File: src/rtl/mem_req_sequencer.sv
// Request sequencer for the 1Kx16 memory: queues host reads/writes in a small FIFO
// and issues them one at a time on the memory's valid/ready port, with a timeout abort.
module mem_req_sequencer #(
  parameter int DW      = 16,
  parameter int AW      = 10,
  parameter int DEPTH   = 4,
  parameter int TIMEOUT = 15
) (
  input  logic          clk_i,
  input  logic          rst_ni,
  input  logic          req_valid_i,
  output logic          req_ready_o,
  input  logic          req_wr_i,
  input  logic [AW-1:0] req_addr_i,
  input  logic [DW-1:0] req_wdata_i,
  output logic          rd_valid_o,
  output logic [DW-1:0] rd_data_o,
  output logic [AW-1:0] rd_addr_o,
  output logic          err_o,
  output logic          busy_o,
  output logic          mem_valid_o,
  output logic          mem_WR_o,
  output logic [AW-1:0] mem_addr_o,
  output logic [DW-1:0] mem_data_in_o,
  input  logic          mem_ready_i,
  input  logic [DW-1:0] mem_data_out_i
);

  localparam int PW = (DEPTH > 1) ? $clog2(DEPTH) : 1;
  localparam int CW = $clog2(DEPTH + 1);
  localparam int TW = 8;

  typedef enum logic {IDLE, ISSUE} state_e;

  logic          fifoWr_q   [DEPTH];
  logic [AW-1:0] fifoAddr_q [DEPTH];
  logic [DW-1:0] fifoData_q [DEPTH];

  logic [PW-1:0] wrPtr_q, wrPtr_d, rdPtr_q, rdPtr_d;
  logic [CW-1:0] count_q, count_d;
  state_e        state_q, state_d;
  logic [TW-1:0] timer_q, timer_d;
  logic          cmdWr_q, cmdWr_d;
  logic [AW-1:0] cmdAddr_q, cmdAddr_d;
  logic [DW-1:0] cmdData_q, cmdData_d;
  logic          memValid_q, memValid_d;
  logic          rdValid_q, rdValid_d;
  logic [DW-1:0] rdData_q, rdData_d;
  logic [AW-1:0] rdAddr_q, rdAddr_d;
  logic          err_q, err_d;
  logic          push, pop;

  // A full FIFO refuses pushes even when the FSM pops in the same cycle.
  assign req_ready_o = (count_q != CW'(DEPTH));
  assign push        = req_valid_i & req_ready_o;
  assign pop         = (state_q == IDLE) && (count_q != '0);

  always_comb begin
    wrPtr_d    = wrPtr_q;
    rdPtr_d    = rdPtr_q;
    count_d    = count_q;
    state_d    = state_q;
    timer_d    = timer_q;
    cmdWr_d    = cmdWr_q;
    cmdAddr_d  = cmdAddr_q;
    cmdData_d  = cmdData_q;
    memValid_d = memValid_q;
    rdValid_d  = 1'b0;
    rdData_d   = rdData_q;
    rdAddr_d   = rdAddr_q;
    err_d      = 1'b0;

    if (push) wrPtr_d = wrPtr_q + PW'(1);
    if (pop)  rdPtr_d = rdPtr_q + PW'(1);
    case ({push, pop})
      2'b10:   count_d = count_q + CW'(1);
      2'b01:   count_d = count_q - CW'(1);
      default: count_d = count_q;
    endcase

    case (state_q)
      IDLE: begin
        if (pop) begin
          cmdWr_d    = fifoWr_q[rdPtr_q];
          cmdAddr_d  = fifoAddr_q[rdPtr_q];
          cmdData_d  = fifoData_q[rdPtr_q];
          memValid_d = 1'b1;
          timer_d    = '0;
          state_d    = ISSUE;
        end
      end
      ISSUE: begin
        // Ready on the final timeout cycle still counts as a normal completion.
        if (mem_ready_i) begin
          memValid_d = 1'b0;
          state_d    = IDLE;
          if (!cmdWr_q) begin
            rdValid_d = 1'b1;
            rdData_d  = mem_data_out_i;
            rdAddr_d  = cmdAddr_q;
          end
        end else if (timer_q == TW'(TIMEOUT)) begin
          memValid_d = 1'b0;
          err_d      = 1'b1;
          state_d    = IDLE;
        end else begin
          timer_d = timer_q + TW'(1);
        end
      end
      default: state_d = IDLE;
    endcase
  end

  always_ff @(posedge clk_i) begin
    if (push) begin
      fifoWr_q[wrPtr_q]   <= req_wr_i;
      fifoAddr_q[wrPtr_q] <= req_addr_i;
      fifoData_q[wrPtr_q] <= req_wdata_i;
    end
  end

  always_ff @(posedge clk_i or negedge rst_ni) begin
    if (!rst_ni) begin
      wrPtr_q    <= '0;
      rdPtr_q    <= '0;
      count_q    <= '0;
      state_q    <= IDLE;
      timer_q    <= '0;
      cmdWr_q    <= 1'b0;
      cmdAddr_q  <= '0;
      cmdData_q  <= '0;
      memValid_q <= 1'b0;
      rdValid_q  <= 1'b0;
      rdData_q   <= '0;
      rdAddr_q   <= '0;
      err_q      <= 1'b0;
    end else begin
      wrPtr_q    <= wrPtr_d;
      rdPtr_q    <= rdPtr_d;
      count_q    <= count_d;
      state_q    <= state_d;
      timer_q    <= timer_d;
      cmdWr_q    <= cmdWr_d;
      cmdAddr_q  <= cmdAddr_d;
      cmdData_q  <= cmdData_d;
      memValid_q <= memValid_d;
      rdValid_q  <= rdValid_d;
      rdData_q   <= rdData_d;
      rdAddr_q   <= rdAddr_d;
      err_q      <= err_d;
    end
  end

  assign rd_valid_o    = rdValid_q;
  assign rd_data_o     = rdData_q;
  assign rd_addr_o     = rdAddr_q;
  assign err_o         = err_q;
  assign busy_o        = (count_q != '0) || (state_q != IDLE);
  assign mem_valid_o   = memValid_q;
  assign mem_WR_o      = cmdWr_q;
  assign mem_addr_o    = cmdAddr_q;
  assign mem_data_in_o = cmdData_q;

endmodule

File: config.mk
export PLATFORM = sky130hd
export DESIGN_NAME = mem_req_sequencer
export DESIGN_NICKNAME = d
export VERILOG_FILES = /design/src/rtl/mem_req_sequencer.sv
export SDC_FILE = /design/constraint.sdc
export NUM_CORES = 1
export LEC_CHECK = 0
export ABC_CLOCK_PERIOD_IN_PS = 1900
export CAP_MARGIN = 20
export CELL_PAD_IN_SITES_DETAIL_PLACEMENT = 0
export CELL_PAD_IN_SITES_GLOBAL_PLACEMENT = 1
export CORE_ASPECT_RATIO = 0.8
export CORE_MARGIN = 4
export CORE_UTILIZATION = 40
export CTS_BUF_LIST = sky130_fd_sc_hd__clkbuf_4
export CTS_CLUSTER_DIAMETER = 30
export DETAILED_ROUTE_END_ITERATION = 10
export MAX_ROUTING_LAYER = met4
export PLACE_DENSITY_LB_ADDON = 0.2
export RECOVER_POWER = 100
export SLEW_MARGIN = 20
export SYNTH_ARGS = -nofsm -noshare
export SYNTH_HDL_FRONTEND = slang
export SYNTH_SLANG_ARGS = --single-unit
File: constraint.sdc
create_clock -name clk_i -period 1.9 [get_ports clk_i]
set_input_delay 0.38 -clock clk_i [delete_from_list [all_inputs] [get_ports clk_i]]
set_output_delay 0.38 -clock clk_i [all_outputs]
set_load 0.03 [all_outputs]
After elaboration in Yosys (flattened, before gate mapping)
Memory sizes are Yosys's and may differ from the RTL's. A register that Yosys moved wholly into a read port is not among the register bits.
Index checks and enable logic that the tools add are counted.

storage, ports and cells
  flip-flop bits (word level) = 45
  logic and storage cells = 61
  memories = 3
  RAM bits = 108
  output and inout bits = 58
  bits of input ports = 47

memories
  memory      depth  width  read ports  clocked after memory_dff  wr ports  line  RTL
  fifoData_q  4      16     1           1                         1         37    logic [DW-1:0] fifoData_q [DEPTH];
  fifoAddr_q  4      10     1           1                         1         36    logic [AW-1:0] fifoAddr_q [DEPTH];
  fifoWr_q    4      1      1           1                         1         35    logic fifoWr_q [DEPTH];

operators by class
  bitwise gates (word level) = 3
  reductions and logical operators = 11
  equality and inequality tests = 8
  add/subtract/negate cells = 5
  multiplexer cells = 21

operators by type and width
  kind                   number
  $mux W8                3
  $pmux W8 S2            1
  $mux W1                14
  $add A8 B1 Y8 const B  1
  $eq A8 B4 Y1 const B   1
  $ne A2 B2 Y1 const B   3
  $pmux W3 S2            1
  $reduce_and A3 Y1      2
  $add A2 B1 Y2 const B  2
  $pmux W1 S2            2
  $reduce_and A2 Y1      2
  $add A3 B1 Y3 const B  1
  $logic_not A1 Y1       3
  $ne A3 B2 Y1 const B   1
  $ne A3 B3 Y1 const B   1
  $reduce_bool A3 Y1     1
  $sub A3 B1 Y3 const B  1
  $eq A2 B1 Y1 const B   1
  $eq A2 B2 Y1 const B   1
  $not A1 Y1             2
  $reduce_bool A2 Y1     1
  $and A1 B1 Y1          1
  $logic_and A1 B1 Y1    1
  $logic_or A1 B1 Y1     1

Longest topological paths before layout
  word-level depth = 4
  depth in mapped cells = 10
  mapped depth without buffers = 10

Worst setup path before layout
OpenSTA, ideal clock, no wires.

  path kind = register -> register
  start = reg count_q[0]
  end = reg count_q[2]
  buffers on the path = 0
  path slack = -0.328 ns
  setup time = 0.079 ns
  clock period less this slack = 2.228 ns
  cell stages (with the launch flop) = 11
  data required time = 1.821 ns
  arrival = 2.149 ns
  cells stage by stage = dfrtp_1 inv_1 nand3_1 and2_1 inv_1 ha_1 inv_1 fa_1 xor2_1 nor2_1 xor2_1

on the way
  word-level cells in the longest chain between the ends = 4
  elaborated cells between the ends (all ways) = 10
  classes of those cells = add/sub: 2; eq/ne: 3; mux: 1; bitwise: 1; reduce/logical: 3

ends and longest elaborated chain
  item                                                      line  RTL
  from (decl)                                               40    logic [CW-1:0] count_q, count_d;
  from (signal assigned)                                    140   count_q <= count_d;
  $ne A3 B3 Y1 *                                            54    assign req_ready_o = (count_q != CW'(DEPTH));
  net req_ready_o                                           12    output logic req_ready_o,
  $and A1 B1 Y1 *                                           55    assign push = req_valid_i & req_ready_o;
  $eq A2 B1 Y1 / $eq A2 B2 Y1 (equally long branches)       75    case ({push, pop})
  $pmux W3 S2 / $reduce_bool A2 Y1 (equally long branches)  n/a

The timed path passes the listed nets; every way through them passes the cells marked *.
A chain may end at the register's enable or synchronous reset.

Worst setup path in the final report
  start = reg count_q[0]
  end = out busy_o

on the way
  word-level cells in the longest chain between the ends = 2

ends and longest elaborated chain
  item                line  RTL
  $reduce_bool A3 Y1  158   assign busy_o = (count_q != '0) || (state_q != IDLE);
  $logic_or A1 B1 Y1  158
  to (decl)           20    output logic busy_o,

Every way passes these cells.

==> flow_summary.ini <==
[clock_network]
cts_buffers = 17
clock_path_buffers = 2
cts_tree = built
clkTransAtPathRegs_ns = 0.14
clockRootBuffer = clkbuf_4
h-tree-depth = 4
cts_num_sinks = 180
clk_latency_ns = 0.54

[yosys]
synthArstFlopShare_pct = 40.00
yosysTopAreaCell = edfxtp_1
yosysSeqAreaShare_pct = 73.51
yosysWarnings = 0
synth_top_area_share_pct = 47.26
synth_area_mm2 = 0.006863
yosysUniqueCellTypes = 40
synth-seq-cells = 180
ys.flop_type = edfxtp_1
synthCells = 404
avgSynthCellArea_um2 = 16.99
synth_edf_count = 108
synth_nets = 458
synth_area_leaders = edfxtp_1 (47%), dfrtp_1 (26%), mux4_2 (8.2%)

[timing]
setup_viol = 0
max_freq_mhz = 533.0
hold_viol_final = 0
fin_worst_skew_ns = 0.01718
drv_slew = 0
setup_ws_ns = 0.02391
rsz0062_at_grt = true
finalSetupTns_ns = 0
fin_crit_sh_pct = 98.74
holdWs_ns = 0.3501
timing.final.crit_period_ns = 1.876
worst_pin_slew_ns = 0.9088
slew_headroom_pct = 39.42

[worst_setup_path]
worstPathRequired_ns = 1.52
critPathMaxFanout = 2
r2r_slack_ns = 0.03
crit_path_start = count_q[0]
critPathBufInv = 2
cp_slowest_cell = dfrtp_1
path_delay_family = flip-flops
slowest_delay_ns = 0.43
crit_type = register to output port
crit_chain = buf_6, nor3_4, nand2_1, buf_6
crit_path_start_kind = register
cp-end-kind = output port
cp.arrival_ns = 1.50
crit_top_cell = buf_6
r2r_cells = 10
r2r-start = count_q[0]
r2r-end = count_q[2]

[final_layout]
final_core_util_pct = 51.81
final_cell_count_no_fill = 774
final_common_cell = edfxtp_1
fin_nets = 595
antenna_cells = 0
stdcell_area_mm2 = 0.008658
syn_to_final_growth_pct = 26.16
layout_common_cells = edfxtp_1 (108), nand2_1 (83), dfrtp_1 (70)
drive_gt1_share_pct = 23.10

[power]
ir_drop_v = 0.0007567
power.density_mw_per_mm2 = 1595
p_leak_nw = 3.449
design_power_total_mw = 13.81

[drt]
drt_iter0_drc = 262
postRouteAntennaNets = 0
drc = 0
wl_per_cell_um = 17.33
vias_per_cell = 4.906
dr_total_vias = 3797
drt-total-wl_um = 13410
dr.pass1.iters = 5

[die]
num_io_pins = 105
initial_utilization_pct = 41.07
die_y_um = 125.2
core_mm2 = 0.01671
die_x_um = 154.4
rows = 42
die_area_mm2 = 0.01933

[grt]
track_usage_pct = 15.06
antenna_found_initial = 0
grt_pass1_vias = 4042
grt_pass1_wl_um = 21710
overflow = 0
grt_max_degree = 34

[placed_design]
place_inst = 736
dp.final_hpwl_um = 8687
place_area_mm2 = 0.008379
post-place-ws_ns = -0.2370
port_buffers = 104
routabilityCongestion = 0.7270

[worst_hold_path]
hold_depth = 3
whs_endpoint = rd_data_o[4]
hp-class = input pin to register
worstHoldStart = mem_data_out_i[4]

[run]
drv_cap = 0

[status]
outcome = complete, no violations
sequential cells by signal, summed over array words and instances (netlist names), 4 cells and up:
name,count
mem_addr_o,10
mem_data_in_o,16
rd_data_o,16
fifoData_q,64
fifoAddr_q,40
rd_addr_o,10
timer_q,8
fifoWr_q,4
timing repair:
item / 4_1_cts / 5_1_grt
resized for setup: 64 / 17
setup buffers: 1 / 4
cloned: 0 / 0
pin swaps: 0 / 6
setup endpoints to repair: 58 / 11
hold buffers: 1 / 0
endpoints found under the hold margin: 31 / 0
cell type report:
class	instances	area, um2
Fill cell	1425	8053
Sequential cell	180	5047
Multi-Input combinational cell	197	1724
Timing Repair Buffer	132	1272
Tap cell	220	275.3
Clock inverter	15	162.7
Clock buffer	17	127.6
Inverter	13	48.80
synth_stat cells, types with 2 or more instances:
library cell / number
o21ai_0: 5
mux4_2: 25
xnor2_1: 3
mux2i_1: 2
edfxtp_1: 108
mux4_1: 2
mux2_2: 27
xor2_1: 3
nor2_1: 6
o2bb2ai_1: 2
buf_2: 9
inv_1: 11
and3_1: 6
nand3_1: 5
dfrtp_1: 72
a21oi_1: 4
ha_1: 6
o22ai_1: 2
clkbuf_1: 3
nand2_1: 83
worst max path at each step:
| stage | end | slack (ns) | depth (start not counted) |
|---|---|---|---|
| global placement | count_q[2] | -0.22 | 9 |
| finish | busy_o | 0.02 | 4 |
| global route | busy_o | -0.10 | 4 |
| CTS | req_ready_o | -0.14 | 4 |
| detailed placement | count_q[2] | -0.24 | 9 |
| floorplan | count_q[2] | 0.002 | 10 |
metal layers:
layer	global-route usage (%)	share of wire, %
met1	20.18	46
met2	23.10	50
met3	4.283	4.2
met4	3.583	0.74
met5	-	0
report_power, final:
| group | switching, mW | internal [mW] |
|---|---|---|
| logic | 3.19 | 2.53 |
| registers | 0.577 | 5.37 |
| clock network | 1.25 | 0.896 |
| total | 5.02 | 8.80 |
logic make-up after synthesis:
logic type | Yosys count | synth area share (%)
muxes | 57 | 13.91
buffers and inverters | 27 | 1.987
DFF | 180 | 73.51
adders and majority gates | 7 | 1.386
AOI/OAI and AO/OA | 18 | 1.677
and+or+nand+nor | 109 | 6.764
xor gates and xnor gates | 6 | 0.7659
worst register-to-register path: cells and delay by family (launching register included):
family                     cells  cell delay (ns)
xor gates and xnor gates       2             0.31
adders and majority gates      2             0.48
buffers and inverters          3             0.27
DFF                            1             0.41
and+or+nand+nor                3             0.27
No activity file was read; power rests on OpenSTA's default activity.
==> RTL edit 1: new RTL, config.mk and constraints unchanged <==
`DW`: 16 -> 32.
--- a/src/rtl/mem_req_sequencer.sv
+++ b/src/rtl/mem_req_sequencer.sv
@@ -3,3 +3,3 @@
 module mem_req_sequencer #(
-  parameter int DW      = 16,
+  parameter int DW      = 32,
   parameter int AW      = 10,
Ports: changed (resized mem_data_in_o, mem_data_out_i, rd_data_o and req_wdata_i); port bits go from 105 to 169. No check against the original RTL was run, so the function may have changed too.
==> RTL edit 1 against the unedited design <==
The run now ends with setup timing left; power is 64% higher; sequential power is 52% higher; combinational power is 51% higher; routed wire length is 69% higher; sequential cell count is 96 higher; final area is 57% higher; fmax is 2.5% lower; global-route usage is 1.6 points higher; worst setup slack worse by 0.047 ns; area after synthesis is 51% higher.
==> RTL edit 1: results (changes against the unedited design) <==
clockBufferDepth: 3  # was 2
finClkSkew_ns: 0.0198  # was 0.0172 ns
placed_area_um2: 12800  # was 8380 µm²
outcome: "finished, violations left"  # was finished, final reports clean
grt_pass1_wl_um: 36400  # was 21700 µm
cts_setup_buffers: 2  # was 1
grt_pass1_vias: 6778  # was 4042
synth_common_cells: "261 x nand2_1, 172 x edfxtp_1, 104 x dfrtp_1"  # was 108 x edfxtp_1, 83 x nand2_1, 72 x dfrtp_1
p_sw_mw: 8.30  # was 5.02 mW
clkPwrFrac_pct: 21.9  # was 15.5%
antenna_found_initial: 4  # was 0
syn_area_per_cell_um2: 15.4  # was 17.0 µm²
intPower_mw: 14.3  # was 8.80 mW
critPathArrivalTime_ns: 1.54  # was 1.50 ns
layout-drive-gt1-share_pct: 22.8  # was 23.1%
netlist-cell-type-count: 41  # was 40
place_inst: 1194  # was 736
violations: "setup timing"
vdd_ir_drop_max_uv: 997  # was 757 µV
setup_viol: 1  # was 0
nets: 1008  # was 595
numCtsBuffers: 72  # was 17
seq_cell_power_mw: 9.04  # was 5.95 mW
drt-total-wl_um: 22600  # was 13400 µm
grt_max_degree: 52  # was 34
fin_ws_ns: -0.0233  # was 0.0239 ns
cellLeakagePower_nw: 5.72  # was 3.45 nW
setup-tns-final_ns: -0.0233  # was 0 ns
syn-num-nets: 762  # was 458
ys_seq_area_share_pct: 74.8  # was 73.5%
cts.htree.levels: 3  # was 4
synth_edf_count: 172  # was 108
ys_async_sr_fraction_pct: 37.7  # was 40.0%
crit_path_max_incr_delay_ns: 0.41  # was 0.43 ns
grt.total_usage_pct: 16.6  # was 15.1%
## RTL edit 1: path summary, 6_finish.rpt
| path | start | end | cells after the start |
|---|---|---|---|
| worst max-delay path | count_q[0] | req_ready_o | 5 |
| worst min-delay path | mem_data_out_i[9] | rd_data_o[9] | 3 |
| worst max register to register | count_q[0] | count_q[2] | 11 |
| worst min register to register | rd_addr_o[9] | rd_addr_o[9] | 2 |
| max in group asynchronous | rst_ni | mem_data_in_o[25] | 3 |
| min in group asynchronous | rst_ni | mem_valid_o | 2 |
## RTL edit 1: cells by family after synthesis
family | after synthesis | synth area share (%)
mux | 46 | 9.63
simple gates | 291 | 11.3
xor+xnor | 7 | 0.590
flops | 276 | 74.8
compound gates | 11 | 0.795
fa+ha+maj | 7 | 0.916
buf+inv | 38 | 1.99
## RTL edit 1: routing by layer
| metal | wire length [µm] | global-route usage, % | up-vias | share of wire [%] |
|---|---|---|---|---|
| met1 | 9710 | 20.9 | 3088 | 43 |
| met3 | 1540 | 5.28 | 25 | 6.8 |
| met4 | 289 | 5.17 | 0 | 1.3 |
| met2 | 11100 | 26.1 | 214 | 49 |
| met5 | 0 | - | - | 0 |
| li1 | - | - | 2932 | - |
## RTL edit 1: area by class of cell
cell class                      count  area [µm²]  area share (%)
Tap cell                          351         439            3.23
Sequential cell                   276        7770            57.2
Multi-Input combinational cell    362        2450            18.0
Clock inverter                     18        98.8           0.727
Clock buffer                      108         811            5.97
Timing Repair Buffer              202        1970            14.5
Antenna cell                        4        10.0          0.0736
Inverter                            8        42.5           0.313
## RTL edit 1: critical path: cells and delay by family (launching register included)
family / cells / cell delay, ns
buf+inv: 4 / 0.44
flops: 1 / 0.41
simple gates: 1 / 0.07
==> RTL edit 2: new RTL, same settings <==
Made on the original files. Register the output `err_o` once more, with the module's reset; this adds one clock of latency there. The other outputs are not delayed to match.
--- a/src/rtl/mem_req_sequencer.sv
+++ b/src/rtl/mem_req_sequencer.sv
@@ -156,3 +156,9 @@
   assign rd_addr_o     = rdAddr_q;
-  assign err_o         = err_q;
+  always_ff @(posedge clk_i or negedge rst_ni) begin
+    if (!rst_ni) begin
+      err_o <= '0;
+    end else begin
+      err_o <= err_q;
+    end
+  end
   assign busy_o        = (count_q != '0) || (state_q != IDLE);
Behaviour: no difference found for any inputs over 4 cycles, from zero or initial values and one cycle with rst_ni low; that may be too few to reach the edited logic, so the function may still have changed.
==> RTL edit 2 against the unedited design <==
Core utilization shrank 0.13 points; worst setup slack got worse by 0.0084 ns; area after synthesis increased by 0.86%; clock skew rose by 0.0051 ns; power fell by 1.4%; sequential share of layout area increased by 0.25 points; routed wire length decreased by 0.19%; final area about the same; sequential cell count up 1; critical path type unchanged.
==> RTL edit 2: results (changes against the unedited design) <==
placed_area_um2: 8450  # was 8380 µm²
viasPerCell: 4.92  # was 4.91
portBuffers: 104  # unchanged
grt_pass1_wl_um: 21500  # was 21700 µm
nets: 596  # was 595
ys_seq_area_share_pct: 73.2  # was 73.5%
clkPwrFrac_pct: 14.7  # was 15.5%
power_frac_seq_pct: 43.6  # was 43.1%
vdd_ir_drop_max_uv: 720  # was 757 µV
intPower_mw: 8.62  # was 8.80 mW
finClkSkew_ns: 0.0222  # was 0.0172 ns
grt.total_usage_pct: 14.8  # was 15.1%
clock_latency_ns: 0.57  # was 0.54 ns
p_sw_mw: 5.00  # was 5.02 mW
synth_top_flop_cell: "edfxtp_1"  # unchanged
clockBufferDepth: 2  # unchanged
place_ws_ns: -0.190  # was -0.237 ns
drt_iter0_drc: 176  # was 262
ys_async_sr_fraction_pct: 40.3  # was 40.0%
outcome: "finished, final reports clean"  # unchanged
netlist_instances: 406  # was 404
worstMarginPinSlew_ns: 0.826  # was 0.909 ns
cellLeakagePower_nw: 3.48  # was 3.45 nW
min_path_type: "input port to flop"  # unchanged
num-fill-cells: 1426  # was 1425
dr.pass1.iters: 4  # was 5
syn-num-nets: 460  # was 458
synth_common_cells: "108 x edfxtp_1, 86 x nand2_1, 73 x dfrtp_1"  # was 108 x edfxtp_1, 83 x nand2_1, 72 x dfrtp_1
grt_pass1_vias: 3971  # was 4042
place_inst: 739  # was 736
antenna_found_initial: 1  # was 0
yosys_warnings: 0  # unchanged
drt-total-wl_um: 13400  # about the same
cts.htree.levels: 4  # unchanged
cts_root_buffer: "clkbuf_4"  # unchanged
crit_path_top_delay_cell: "dfrtp_1"  # unchanged
die_w_um: 155  # was 154 µm
netlist-cell-type-count: 39  # was 40
gp_congestion: 0.755  # was 0.727
hpwl_um: 8680  # was 8690 µm
yosys-top-cells-area: "edfxtp_1 47%, dfrtp_1 26%, mux4_2 8.1%"  # was edfxtp_1 47%, dfrtp_1 26%, mux4_2 8.2%
layout.cells.non_filler: 776  # was 774
layout-drive-gt1-share_pct: 24.0  # was 23.1%
grt_max_degree: 33  # was 34
RTL edit 2: path summary, 6_finish.rpt:
kind	cells after the start	slack, ns	start	endpoint
worst max register to register	10	0.07	count_q[0]	count_q[2]
worst max-delay path	4	0.02	count_q[1]	busy_o
max in group asynchronous	3	0.20	rst_ni	count_q[2]
worst min-delay path	3	0.31	mem_data_out_i[8]	rd_data_o[8]
worst min register to register	0	0.37	err_q	err_o
min in group asynchronous	2	0.38	rst_ni	rdPtr_q[1]
RTL edit 2: cells by family (layout without fill, tap and decap cells):
family | Yosys count | in the layout | synth area share, %
XOR/XNOR | 6 | 6 | 0.759
AND/OR/NAND/NOR | 116 | 116 | 7.30
flip-flops | 181 | 181 | 73.2
multiplexers | 57 | 57 | 13.8
other | 0 | 1 | 0
buffers and inverters | 24 | 173 | 1.92
adder cells (fa/ha/maj) | 7 | 7 | 1.37
AO/OA/AOI/OAI | 15 | 15 | 1.59
RTL edit 2: area by class of cell:
type | count | area (µm²) | area share (%)
sequential | 181 | 5070 | 58.5
multi-input combinational | 201 | 1770 | 20.5
timing repair buffer | 131 | 1250 | 14.4
tap | 220 | 275 | 3.18
clock buffer | 21 | 158 | 1.82
clock inverter | 11 | 100 | 1.16
inverter | 10 | 37.5 | 0.433
antenna | 1 | 2.50 | 0.0289
RTL edit 2: metal layers:
layer,GRT usage [%],wire [µm]
met3,3.60,829
met5,-,0
met4,5.61,187
met2,21.7,6260
met1,20.2,6110
RTL edit 2: timing repair:
item	4_1_cts	5_1_grt
pin swaps	0	4
hold buffers	1	0
buffers inserted	1	2
endpoints found under the hold margin	22	0
gates resized for setup	68	5
setup endpoints to repair	58	3
RTL edit 2: critical path, delay by kind of cell, from the launching register on:
family	cells	cell delay [ns]
and+or+nand+nor	2	0.24
buffers and inverters	2	0.27
DFF	1	0.43
